--- config.mk ---
export PLATFORM = sky130hd
export DESIGN_NAME = trdb_packet_scheduler
export DESIGN_NICKNAME = d
export VERILOG_FILES = /design/src/rtl/trdb_packet_scheduler.sv
export SDC_FILE = /design/constraint.sdc
export NUM_CORES = 1
export LEC_CHECK = 0
export ABC_AREA = 1
export CORE_MARGIN = 1.5
export CORE_UTILIZATION = 40
export DETAILED_ROUTE_END_ITERATION = 12
export GPL_ROUTABILITY_DRIVEN = 0
export HOLD_SLACK_MARGIN = 0.02
export PLACE_DENSITY = 0.67
export SYNTH_ARGS = -nofsm -noshare
export SYNTH_HDL_FRONTEND = slang
export SYNTH_SLANG_ARGS = --single-unit
--- constraint.sdc ---
create_clock -name clk_i -period 1.8 [get_ports clk_i]
set_input_delay 0.36 -clock clk_i [delete_from_list [all_inputs] [get_ports clk_i]]
set_output_delay 0.36 -clock clk_i [all_outputs]
set_load 0.05 [all_outputs]
--- src/rtl/trdb_packet_scheduler.sv ---
// Trace packet scheduler: queues packet requests toward the emitter and tracks resync/lost state.
// Optional TRDB_PACKETS_LOST_EN adds an 8-bit saturating lost-request counter.
package trdb_pkg;
  typedef enum logic [1:0] {
    F_OPT_EXT    = 2'd0,
    F_DIFF_DELTA = 2'd1,
    F_ADDR_ONLY  = 2'd2,
    F_SYNC       = 2'd3
  } trdb_format_e;

  typedef enum logic [1:0] {
    SF_START   = 2'd0,
    SF_TRAP    = 2'd1,
    SF_CONTEXT = 2'd2,
    SF_SUPPORT = 2'd3
  } trdb_f_sync_subformat_e;

  typedef struct packed {
    trdb_format_e           format;
    trdb_f_sync_subformat_e subformat;
    logic [2:0]             ctrl;
  } trdb_entry_t;
endpackage

// Purpose: FIFO_DEPTH-entry request queue plus resync counter and lost-request tracking.
// Latency: an accepted request is visible at the head one cycle after the push.
// Backpressure: head holds while pkt_ready_i=0; requests arriving while full without a pop are dropped.
module trdb_packet_scheduler
  import trdb_pkg::*;
#(
  parameter int          FIFO_DEPTH = 4,
  parameter logic [15:0] RESYNC_MAX = 16'd1024
) (
  input  logic                   clk_i,
  input  logic                   rst_ni,
  input  logic                   req_valid_i,
  input  trdb_format_e           req_format_i,
  input  trdb_f_sync_subformat_e req_subformat_i,
  input  logic [2:0]             req_ctrl_i,
  input  logic                   resync_rst_i,
  input  logic                   trace_en_i,
  input  logic                   flush_i,
  output logic                   pkt_valid_o,
  input  logic                   pkt_ready_i,
  output trdb_format_e           pkt_format_o,
  output trdb_f_sync_subformat_e pkt_subformat_o,
  output logic [2:0]             pkt_ctrl_o,
  output logic                   max_resync_o,
  output logic                   packets_lost_o,
  output logic                   fifo_full_o,
  output logic                   fifo_empty_o
);

  localparam int PTR_W = $clog2(FIFO_DEPTH);
  localparam int CNT_W = PTR_W + 1;
  localparam logic [CNT_W-1:0] FULL_CNT = CNT_W'(FIFO_DEPTH);

  trdb_entry_t            mem_q [FIFO_DEPTH];
  logic [PTR_W-1:0]       wr_ptr_q, wr_ptr_d;
  logic [PTR_W-1:0]       rd_ptr_q, rd_ptr_d;
  logic [CNT_W-1:0]       count_q, count_d;
  logic [15:0]            rcnt_q, rcnt_d;
  trdb_entry_t            req_entry;
  trdb_entry_t            head;
  logic                   push;
  logic                   pop;

  assign req_entry = '{format: req_format_i, subformat: req_subformat_i, ctrl: req_ctrl_i};

  assign fifo_full_o  = (count_q == FULL_CNT);
  assign fifo_empty_o = (count_q == '0);
  assign pkt_valid_o  = ~fifo_empty_o;

  assign pop  = pkt_valid_o & pkt_ready_i;
  assign push = req_valid_i & (~fifo_full_o | pop);

  // Outputs come straight from storage, so nothing on req_* reaches pkt_* in the same cycle.
  assign head            = mem_q[rd_ptr_q];
  assign pkt_format_o    = head.format;
  assign pkt_subformat_o = head.subformat;
  assign pkt_ctrl_o      = head.ctrl;

  always_comb begin
    wr_ptr_d = wr_ptr_q;
    rd_ptr_d = rd_ptr_q;
    count_d  = count_q;
    if (flush_i) begin
      wr_ptr_d = '0;
      rd_ptr_d = '0;
      count_d  = '0;
    end else begin
      if (push) wr_ptr_d = wr_ptr_q + 1'b1;
      if (pop)  rd_ptr_d = rd_ptr_q + 1'b1;
      case ({push, pop})
        2'b10:   count_d = count_q + 1'b1;
        2'b01:   count_d = count_q - 1'b1;
        default: count_d = count_q;
      endcase
    end
  end

  always_ff @(posedge clk_i or negedge rst_ni) begin
    if (!rst_ni) begin
      wr_ptr_q <= '0;
      rd_ptr_q <= '0;
      count_q  <= '0;
    end else begin
      wr_ptr_q <= wr_ptr_d;
      rd_ptr_q <= rd_ptr_d;
      count_q  <= count_d;
    end
  end

  always_ff @(posedge clk_i or negedge rst_ni) begin
    if (!rst_ni) begin
      for (int i = 0; i < FIFO_DEPTH; i++) begin
        mem_q[i] <= '0;
      end
    end else if (push && !flush_i) begin
      mem_q[wr_ptr_q] <= req_entry;
    end
  end

  always_comb begin
    rcnt_d = rcnt_q;
    if (resync_rst_i) begin
      rcnt_d = '0;
    end else if (trace_en_i && (rcnt_q < RESYNC_MAX)) begin
      rcnt_d = rcnt_q + 16'd1;
    end
  end

  always_ff @(posedge clk_i or negedge rst_ni) begin
    if (!rst_ni) begin
      rcnt_q <= '0;
    end else begin
      rcnt_q <= rcnt_d;
    end
  end

  assign max_resync_o = (rcnt_q == RESYNC_MAX);

`ifdef TRDB_PACKETS_LOST_EN
  logic [7:0] lost_q, lost_d;
  logic       drop;
  logic       sync_clear;

  assign drop       = req_valid_i & fifo_full_o & ~pop;
  // A support packet that actually enters the queue tells the decoder the loss was reported.
  assign sync_clear = push & ~flush_i & (req_format_i == F_SYNC) & (req_subformat_i == SF_SUPPORT);

  always_comb begin
    lost_d = lost_q;
    if (sync_clear) begin
      lost_d = drop ? 8'd1 : 8'd0;
    end else if (drop && (lost_q != 8'hFF)) begin
      lost_d = lost_q + 8'd1;
    end
  end

  always_ff @(posedge clk_i or negedge rst_ni) begin
    if (!rst_ni) begin
      lost_q <= '0;
    end else begin
      lost_q <= lost_d;
    end
  end

  assign packets_lost_o = (lost_q != 8'd0);
`else
  assign packets_lost_o = 1'b0;
`endif

endmodule

* Word level (Yosys, flattened, before mapping) *
Index checks and enable logic that the tools add are counted.

cells by class
  $lt $le $gt $ge = 4
  multiplexer cells = 14
  bitwise gates (word level) = 7
  reductions and logical operators = 9
  equal/unequal tests = 4
  $add $sub $neg = 5

operators with widths
  kind                   count
  $mux 16                2
  $bwmux 28              1
  $mux 7                 3
  $add 16x1->16 const B  1
  $eq 16x11->1 const B   1
  $lt 16x11->1 const B   1
  $bmux 7 s2             1
  $demux 7 s2            1
  $mux 2                 4
  $ge 3x3->1 const B     2
  $not 2->3              2
  $pmux 3 s2             1
  $reduce_bool 2->1      3
  $add 2x1->2 const B    2
  $add 3x1->3 const B    1
  $eq 3x3->1 const B     1
  $logic_and 1x1->1      3
  $logic_not 3->1        1
  $lt 3x1->1 const B     1
  $mux 3                 1
  $reduce_bool 3->1      1
  $sub 3x1->3 const B    1
  $and 1x1->1            2
  $eq 2x1->1 const B     1
  4 further kinds        5

storage, ports and cells
  output and inout bits = 12
  logic and storage cells = 59
  register bits = 51
  input bits = 14

* Logic depth before layout (Yosys ltp) *
  word-level depth = 8
  depth in mapped cells = 13
  mapped depth without buffers = 13

* Worst setup path after synthesis *
OpenSTA, ideal clock, no wires.

  path kind = reg2out
  start point = register rcnt_q[0]
  end point = output port max_resync_o
  buffers on the path = 0
  stages on the path, launching flop included = 5
  path slack = -0.769 ns
  arrival = 2.209 ns
  path through = dfrtp_1 > inv_1 > ha_1 > nand3_1 > nor4_1

between the ends
  word-level cells in the longest chain between the ends = 1

RTL lines
  element                 line  RTL
  start, declared         62    logic [15:0] rcnt_q, rcnt_d;
  start signal, assigned  137   rcnt_q <= rcnt_d;
  $eq 16x11->1            141   assign max_resync_o = (rcnt_q == RESYNC_MAX);
  end, declared           48    output logic max_resync_o,

No other way between the ends.

* Worst setup path after layout *
  start point = register rcnt_q[5]
  end point = output port max_resync_o

The elaborated chain is that of the path after synthesis.

==> impl_metrics.tcl <==
set metrics [dict create \
    outcome "finished, violations left" \
    violations "setup timing" \
    intPower_mw 2.83 \
    syn-mean-instance-area_um2 7.75 \
    htreeDepth 2 \
    p_leak_nw 1.76 \
    drt-total-wl_um 6400 \
    synth_compound_area_frac 0.124 \
    overflow 0 \
    root_buffer "clkbuf_8" \
    worstPathArrival_ns 1.46 \
    fin_area_um2 3580 \
    slew_viol_final 0 \
    layout_common_cells "nand2_1, dfrtp_1, buf_4, inv_1, nor2_1" \
    port_buffers 24 \
    boundaryPins 26 \
    detailed_place_hpwl_um 4400 \
    cts_made_buffers 5 \
    wl_met2_um 3280 \
    initial_core_util 0.413 \
    crit_family "simple AND/OR/NAND/NOR gates" \
    p_per_area_nw_per_um2 1310 \
    clkPwrFrac 0.156 \
    finalWorstSetupSlack_ns -0.0168 \
    first_pass_iters 4 \
    grt.total_usage 0.195 \
    clkLatencyLatePin_ns 0.31 \
    cts.sinks 51 \
    num_rows 29 \
    p_switching_mw 1.86 \
    rsz0062_at_grt "true" \
    hold_viol 0 \
    start_kind "flip-flop" \
    yosysWarnings 0 \
    ant_nets 0 \
    synth_cells 338 \
    synthSimpleGateAreaFrac 0.272 \
    p_comb_frac 0.498 \
    cp_num_cells 4 \
    finalCritPeriodShare 1.01 \
    synthAdderAreaFrac 0.0363 \
    wire_per_inst_um 13.4 \
    clockBufferDepth 2 \
    synth_cell_types 25 \
    max_freq_mhz 550 \
    synth-seq-area-share 0.487 \
    cp-end-kind "output pin" \
    grt_antenna_before_repair 0 \
    num_vias 2425 \
    synth_nets 359 \
    drc_errors 0 \
    postCtsHoldBufs 0 \
    n_fill_cell 568 \
    worst-setup-path-type "flip-flop to output pin" \
    via_per_inst 5.06 \
    drive_gt1_frac 0.249 \
    swShare 0.397 \
    cap_violations 0 \
    place_area_um2 3290 \
    syn_to_final_growth_pct 36.5 \
    crit_chain "inv_2, nand4_1, nor4_4, buf_12" \
    ir_worst_vdd_mv 0.828 \
    dieHeight_um 83.9 \
    max_stage_delay_ns 0.40 \
    synth_top_family_by_area "simple AND/OR/NAND/NOR gates" \
    cp_slowest_cell "dfrtp_1" \
    final_nets 422 \
    rr_worst_depth 13 \
    final_common_cell "nand2_1" \
    setup_viol_count_final 1 \
    cts_tree "done" \
    hold_ws_ns 0.0194 \
    grt_pass1_wl_um 11100 \
    top_layer_used "met4" \
    drt_iter0_drc 93 \
    wl_met1_um 2720 \
    regArea_um2 1280 \
    die-width_um 83.9 \
    path_buf_inv 2 \
    worstHoldPathType "input pin to asynchronous set/reset pin" \
    seq_power_share 0.346 \
    fin_skew_ns 0.0138 \
    synthMuxAreaShare 0 \
    die_area_um2 7040 \
    wl_met3_um 288 \
    critPathRequiredTime_ns 1.44 \
    grt_max_degree 52 \
    synth-seq-cells 51 \
    grt_pass1_vias 2471 \
    core_um2 6350 \
    cp_max_fo 3 \
    finalCriticalPeriod_ns 1.82 \
    diodes 0 \
    netlist_area_um2 2620 \
    synthXorXnorAreaFrac 0.00334 \
    path_clk_slew_ns 0.10 \
    multiInputGateArea_um2 1270 \
]
## synthesized netlist by cell type
cell type	instances	area, µm²
nand3b_2	1	11.3
a21oi_1	4	20.0
nor2_2	6	37.5
o22ai_1	7	43.8
buf_2	4	20.0
fa_1	1	20.0
nand4_1	9	56.3
inv_2	1	3.75
nand2_1	91	342
o21ai_1	15	75.1
clkinv_1	1	3.75
nor2_1	36	135
nand3_1	18	90.1
nor3_1	2	10.0
xor2_1	1	8.76
dfrtp_1	51	1280
nand2_2	1	6.26
ha_1	6	75.1
buf_4	2	15.0
clkbuf_4	1	7.51
nand3_4	1	17.5
inv_1	40	150
nor4_1	1	6.26
conb_1	1	3.75
o21ai_0	37	185
## worst reg2reg max path, cell delays in order (launching register included)
cell	delay [ns]
dfrtp_1	0.41
nor2_4	0.15
nand2_4	0.06
nand3_2	0.07
inv_1	0.05
fa_2	0.34
inv_1	0.07
nand2_1	0.06
nand2_1	0.08
inv_1	0.04
nand2_1	0.05
nand2_1	0.05
nand3_1	0.07
nand2_1	0.05
## sequential cells by signal (all words and copies together) (netlist names)
register / count
mem_q: 28
rcnt_q: 16
count_q: 3
rd_ptr_q: 2
wr_ptr_q: 2
## per-stage QoR
stage / util / worst slack (ns) / std cells / TNS, ns / power [mW]
after floorplan: - / -0.00333 / 338 / -0.00333 / 2.81
after global placement: 0.519 / -0.162 / 457 / -0.162 / 3.77
after detailed placement: 0.519 / -0.231 / 457 / -0.238 / 3.81
after CTS: 0.547 / -0.0404 / 472 / -0.234 / 4.60
after global routing: 0.563 / -0.0947 / 479 / -0.201 / 4.97
final: 0.563 / -0.0168 / 479 / -0.0168 / 4.68
## final cells by class
cell class | instances | area share
Clock inverter | 1 | 0.00210
Inverter | 42 | 0.0451
Timing Repair Buffer | 63 | 0.188
Sequential cell | 51 | 0.357
Tap cell | 77 | 0.0269
Multi-Input combinational cell | 238 | 0.354
Clock buffer | 7 | 0.0269
## cells by family after synthesis
logic type	after synthesis
adders and majority gates	7
other	1
DFF	51
xor gates and xnor gates	1
and+or+nand+nor	166
AOI/OAI and AO/OA	63
buffers and inverters	49
## power by group through the flow
stage	sequential (mW)	clock [mW]	combinational [mW]
finish	1.62	0.731	2.33
global route	1.66	0.804	2.50
CTS	1.59	0.755	2.25
detailed placement	1.61	0	2.20
global placement	1.60	0	2.17
floorplan	1.59	0	1.22
## path summary, 6_finish.rpt
check	start	end	slack, ns
max reg2reg	count_q[1]$_DFFE_PN0P_	count_q[2]$_DFFE_PN0P_	0.14
max	rcnt_q[5]$_DFFE_PN0P_	max_resync_o	-0.02
min reg2reg	mem_q[16]$_DFFE_PN0P_	mem_q[16]$_DFFE_PN0P_	0.49
min	rst_ni	rcnt_q[4]$_DFFE_PN0P_	0.02
min in group clk_i	mem_q[16]$_DFFE_PN0P_	mem_q[16]$_DFFE_PN0P_	0.49
max in group asynchronous	rst_ni	mem_q[21]$_DFFE_PN0P_	1.53
## what timing repair did
action                     in CTS  in global routing
pin swaps                       2                  5
resized for setup               8                 29
buffers inserted                7                  7
setup endpoints to repair       8                  9
## routing by layer
layer | vias to the layer above | track usage
li1 | 1218 | -
met1 | 1128 | 0.236
met2 | 66 | 0.337
met3 | 13 | 0.0425
met4 | 0 | 0.0790
met5 | - | 0
Power figures use the tool's default switching activity.
